===== src/rtl/rbshift_pipe.sv =====
// Pipelined right barrel shifter: STAGES registered stages, stage k shifts by 2^k.
// Optional macro RBSHIFT_ARITH_EN adds an 'arith' port for sign-filling shifts.
module rbshift_pipe #(
   parameter int WIDTH  = 16,
   parameter int STAGES = $clog2(WIDTH)
) (
   input  logic              clk,
   input  logic              rst,
   input  logic              in_valid,
   output logic              in_ready,
   input  logic [WIDTH-1:0]  data_in,
   input  logic [STAGES-1:0] shift_amt,
`ifdef RBSHIFT_ARITH_EN
   input  logic              arith,
`endif
   output logic              out_valid,
   input  logic              out_ready,
   output logic [WIDTH-1:0]  data_out,
   output logic              busy
);

   logic [STAGES-1:0] valid_q, valid_d;
   logic [STAGES-1:0] adv;
   logic [WIDTH-1:0]  data_q [STAGES];
   logic [WIDTH-1:0]  data_d [STAGES];
   // amt_q[k] holds the not-yet-applied shift bits, right-justified.
   logic [STAGES-1:0] amt_q [STAGES];
   logic [STAGES-1:0] amt_d [STAGES];
`ifdef RBSHIFT_ARITH_EN
   logic              fill_q [STAGES];
   logic              fill_d [STAGES];
`endif

   // Stage k may advance unless it and every stage after it is full and
   // the output is stalled; written without a chained self-reference.
   always_comb begin : advance_logic
      for (int k = 0; k < STAGES; k++) begin
         adv[k] = out_ready || !(&(valid_q | STAGES'((1 << k) - 1)));
      end
   end

   always_comb begin : datapath
      logic [WIDTH-1:0]  src;
      logic [STAGES-1:0] src_amt;
      logic              src_valid;
`ifdef RBSHIFT_ARITH_EN
      logic              src_fill;
`endif
      for (int k = 0; k < STAGES; k++) begin
         // NOTE: every temporary is assigned on both branches before use, so
         // no state is implied and no latch is inferred.
         if (k == 0) begin
            src       = data_in;
            src_amt   = shift_amt;
            // Only loaded when adv[0] (= in_ready) is high, so this is in_valid && in_ready.
            src_valid = in_valid;
`ifdef RBSHIFT_ARITH_EN
            src_fill  = arith & data_in[WIDTH-1];
`endif
         end else begin
            src       = data_q[(k > 0) ? k - 1 : 0];
            src_amt   = amt_q[(k > 0) ? k - 1 : 0];
            src_valid = valid_q[(k > 0) ? k - 1 : 0];
`ifdef RBSHIFT_ARITH_EN
            src_fill  = fill_q[(k > 0) ? k - 1 : 0];
`endif
         end

         data_d[k] = src;
         if (src_amt[0]) begin
`ifdef RBSHIFT_ARITH_EN
            data_d[k] = (src >> (1 << k)) |
                        ({WIDTH{src_fill}} & ~({WIDTH{1'b1}} >> (1 << k)));
`else
            data_d[k] = src >> (1 << k);
`endif
         end
         amt_d[k]   = src_amt >> 1;
         valid_d[k] = src_valid;
`ifdef RBSHIFT_ARITH_EN
         fill_d[k]  = src_fill;
`endif
      end
   end

   // NOTE: sequential state uses non-blocking assignments only, so every
   // stage samples the previous stage's pre-edge value.
   always_ff @(posedge clk or posedge rst) begin
      if (rst) begin
         valid_q <= '0;
         for (int k = 0; k < STAGES; k++) begin
            data_q[k] <= '0;
            amt_q[k]  <= '0;
`ifdef RBSHIFT_ARITH_EN
            fill_q[k] <= 1'b0;
`endif
         end
      end else begin
         for (int k = 0; k < STAGES; k++) begin
            if (adv[k]) begin
               valid_q[k] <= valid_d[k];
               data_q[k]  <= data_d[k];
               amt_q[k]   <= amt_d[k];
`ifdef RBSHIFT_ARITH_EN
               fill_q[k]  <= fill_d[k];
`endif
            end
         end
      end
   end

   assign in_ready  = adv[0];
   assign out_valid = valid_q[STAGES-1];
   assign data_out  = data_q[STAGES-1];
   assign busy      = |valid_q;

endmodule


===== config.mk =====
export PLATFORM = sky130hd
export DESIGN_NAME = rbshift_pipe
export DESIGN_NICKNAME = d
export VERILOG_FILES = /design/src/rtl/rbshift_pipe.sv
export SDC_FILE = /design/constraint.sdc
export NUM_CORES = 1
export LEC_CHECK = 0
export BUFFER_PORTS_ARGS = -buffer_cell sky130_fd_sc_hd__buf_2
export CORE_MARGIN = 4
export CORE_UTILIZATION = 55
export DETAILED_ROUTE_END_ITERATION = 12
export PLACE_DENSITY_LB_ADDON = 0.25
export SYNTH_ARGS = -nofsm -noshare
export SYNTH_HDL_FRONTEND = slang
export SYNTH_SLANG_ARGS = --single-unit

===== constraint.sdc =====
create_clock -name clk -period 8.2 [get_ports clk]
set_clock_uncertainty 0.1 [all_clocks]
set_input_delay 2.46 -clock clk [delete_from_list [all_inputs] [get_ports clk]]
set_output_delay 2.46 -clock clk [all_outputs]
set_load 0.005 [all_outputs]

After elaboration in Yosys (flattened, before gate mapping)
Cells that the tools add are included.
{ "classes": {"mux": 4, "n_reduce_logical": 12} }
{ "ops": {"columns": ["op", "n"], "rows": [
  ["$mux 16", 4],
  ["$logic_not 1->1", 4],
  ["$logic_or 1x1->1", 4],
  ["$reduce_and 4->1", 1],
  ["$reduce_or 4->1", 1],
  ["$reduce_and 3->1", 1],
  ["$reduce_and 2->1", 1]
]} }
{ "totals": {"ff_bits": 74, "output_inout_bits": 19, "input_bits": 24, "wordCells": 27} }

Depth between registers and ports, before layout
{ "depth": {"word_depth": 3, "depth_mapped": 5, "ltp_nobuf": 4} }

Worst setup path before layout
No wires, ideal clock.
{ "synth_path": {"path_kind": "input to output", "startpoint": "in out_ready", "endpoint": "out in_ready", "n_path_buf": 1, "required_time_ps": 5640, "setup_slack_ps": 2592, "stages": 4, "t_arrival_ps": 3048, "cell_sequence": "and4b_1 -> and2_1 -> buf_4 -> inv_2"} }
{ "synth_between": {"elab_chain_len": 1} }
{ "synth_lines": {"columns": ["item", "line", "text"], "rows": [
  ["start, declared", "17", "input logic out_ready,"],
  ["$logic_or 1x1->1", "38", "adv[k] = out_ready || !(&(valid_q | STAGES'((1 << k) - 1)));"],
  ["end, declared", "10", "output logic in_ready,"]
]} }
No other way between the ends.

Worst setup path in the final report
Ends and elaborated chain as after synthesis.

==> key figures <==
Run status
  – Run status: complete, no violations

Setup path
  – Register-to-Register Path Depth: 5
  – Slowest-stage cell, CP: and2_1
  – Worst setup EP type: output pin
  – Cell family with most CP delay: buffers and inverters
  – CP Max Fanout: 49
  – Critical R2R Capture: amt_q[12]
  – CP most frequent cell: buf_2
  – CP required: 5640 ps
  – Worst r2r src: valid_q[3]
  – Worst path cell trace: buf_2 > and4b_1 > buf_4 > and2_1 > inv_2 > buf_2
  – Reg2reg setup slack: about 6000 ps
  – CP max stage delay: about 500 ps
  – Data arrival time of the critical path: approximately 4000 ps
  – Critical path class: input pin to output pin
  – Buffers & Inverters on Critical Path: 4
  – Startpoint Class: input pin

GRT
  – Vias in the first global route: between 2,000 and 2,500
  – GRT Residual Overflow: 0
  – All-Layer GR Usage: between 15 and 20%
  – First-pass GRT wire length: between 9000 and 10,000 µm
  – Initial antenna violation count: 0
  – Largest net degree at the start of global routing: 75

Synth
  – Cell taking the most area after synthesis: dfrtp_1
  – Yosys warns: 0
  – Synth top area share: between 50 and 60%
  – Seq/Total Area, Yosys: around 55%
  – Top cells by count, synth: 74 x dfrtp_1, 49 x mux2i_1, 46 x o21ai_0
  – Post-Syn Nets: ~350
  – Post-Synth Simple-Gate Area: 12.5%
  – Most common cell in the synthesized netlist: dfrtp_1
  – Post-synthesis mux area share: about 16%
  – Synth Register Bits: between 70 and 80
  – Primary FF master, synth: dfrtp_1
  – Post-synthesis async set-or-reset flop share: 100%
  – Post-Synth XOR/XNOR Area: 0%
  – Unique masters post-synth: 24
  – Largest family of logic cells by synthesized area: multiplexers
  – Synth Area in Compound Gates: 9.44%
  – EDFF count, synth: 0
  – Synth area leaders: dfrtp_1 55%, mux2i_1 14%, o21ai_0 6.8%
  – Synth Area per Inst: roughly 10 µm²
  – Mapped Cells: 324
  – Post-Synth Adder-Cell Area: 0%
  – Area of the mapped netlist: between 3000 and 4000 µm²

STA
  – Final setup TNS: 0 ps
  – Fmax: 152 MHz
  – RSZ-0062 raised after global routing: no
  – Max transition margin: ~28%
  – Part of the cycle the worst path needs: 80.4%
  – Final worst path period need: ~6600 ps
  – Slew at the pin with the worst max-slew slack: about 1100 ps
  – Fin. Hold Viols: 0
  – Final setup viols: 0
  – Pins Over Slew Limit: 0

Clock tree
  – Clock slew seen by the registers of the worst setup and hold paths: approximately 70 ps
  – # Post-CTS Setup Buffers: 0
  – Hold_buf cts: 0
  – H-tree depth: 3
  – CTS root buf: clkbuf_8
  – CTS buffer count: 9
  – Clk sinks: 74
  – CTS max path bufs: 2
  – Post_cts resized: 0
  – CTS tree: done
  – Worst-skew pair later-pin latency: 350 ps

Placed design
  – IO buf count: 42
  – Dpl hpwl: 3810 µm
  – Placer Congestion: just under 0.8

Route
  – Detailed Routing Iterations Pass 1: 5
  – Vias per cell: 5.31
  – Vias: ~2,200
  – Routed wire per std cell: about 13 µm
  – Final WL: between 5000 and 6000 µm
  – Initial drt markers: around 120
  – Drt drc: 0
  – Final ANT Viol Nets: 0

Die
  – Die span in x: 86.6 µm
  – Die height: roughly 87 µm
  – Total core area: just under 6000 µm²
  – FP Rows: 28
  – IO Pins: 43
  – Die area: ~7500 µm²
  – Initial Util: 57.0%

Cells and area
  – NumNets Final: approximately 360
  – Fill count: ~520
  – # diodes: 0
  – Fraction of layout instances using a drive strength above 1: around a fifth
  – Share of the core filled with cells: roughly 62%
  – Layout overhead on the synthesized area: 9.14%

Pwr
  – Leakage power: roughly 1.7 nW
  – Power per cell area: between 200 and 300 nW/µm²
  – Pwr Total: a little under 1 mW
  – Max IR drop VDD: ~0.17 mV

Min path
  – Hold endpoint: data_out[14]
  – Hold Crit Start: data_out[14]
  – Type of the tightest min-delay check: flop to flop
  – Hold Path Cell Cnt: 2

Job
  – Max_cap viols: 0
-- power by group --
group	switching [mW]	total, mW	leakage (nW)	internal [mW]
Sequential	0.0658	0.511	0.896	0.445
Clock	0.127	0.306	0.109	0.179
Combinational	0.0826	0.170	0.744	0.0873
Total	0.276	0.986	1.75	0.710
-- metal layers --
metal	track usage (%)	up-vias	wire length [µm]
met4	5.10	0	80
li1	-	1123	-
met2	25.6	48	2520
met5	0	-	0
met3	7.22	6	325
met1	22.8	1047	2640
-- state kept, by name, indices dropped and copies added, names as in the netlist --
signal / count
datapath.src: 16
valid_q: 4
data_q: 32
datapath.src_amt: 1
amt_q: 2
data_out: 16
amt_d: 3
-- metrics by stage --
step | hold WS (ps) | cell area [µm²] | worst slack (ps) | instances
finish | 372 | 3700 | 1610 | 419
global placement | 357 | 3490 | 1650 | 403
detailed placement | 361 | 3490 | 1620 | 403
CTS | 378 | 3700 | 1610 | 419
global route | 404 | 3700 | 1420 | 419
floorplan | 333 | 3390 | 2590 | 324
-- worst reg2reg max path, delay by kind of cell (launching register included) --
family | cells | cell delay [ps]
flip-flops | 1 | 430
buffers and inverters | 2 | 510
AND/OR/NAND/NOR | 2 | 750
multiplexers | 1 | 320
-- logic make-up after synthesis --
| kind of cell | count (synthesis) |
|---|---|
| compound gates | 62 |
| buf+inv | 46 |
| flops | 74 |
| mux | 53 |
| simple gates | 89 |
-- placed cells by master, fill, tap and decap left out --
cell        count
nand2b_1        8
nor2b_2         1
nand3_1        16
nand3b_1        7
inv_1           4
mux2i_1        49
nand4b_1        1
clkbuf_8       10
o21ai_0        46
buf_4           2
o31ai_1         4
or4_1           1
nand2_1        40
or2_2           1
clkinv_2        2
a21oi_1        12
and4b_1         1
mux2_2          1
nor2_1         12
dfrtp_1        74
bufinv_16       2
buf_2          42
mux2_4          3
clkbuf_1        1
inv_2           2
clkinvlp_4      1
and2_1          1
-- worst max path at each step --
| stage | depth (start not counted) | start | to |
|---|---|---|---|
| 5_1_grt | 6 | out_ready | in_ready |
| 3_3_place_gp | 6 | out_ready | in_ready |
| 4_1_cts | 6 | out_ready | in_ready |
| 2_1_floorplan | 4 | out_ready | in_ready |
| 6_report | 6 | out_ready | in_ready |
| 3_5_place_dp | 6 | out_ready | in_ready |
-- cell type report --
| class | instances | area (µm²) | share of cell area (%) |
|---|---|---|---|
| Clock buffer | 11 | 141 | 3.82 |
| Multi-Input combinational cell | 204 | 1290 | 34.9 |
| Inverter | 6 | 22.5 | 0.608 |
| Sequential cell | 74 | 1850 | 50.0 |
| Clock inverter | 5 | 77.6 | 2.09 |
| Timing Repair Buffer | 44 | 225 | 6.08 |
| Tap cell | 75 | 93.8 | 2.53 |
(Power assumes the default switching activity.)
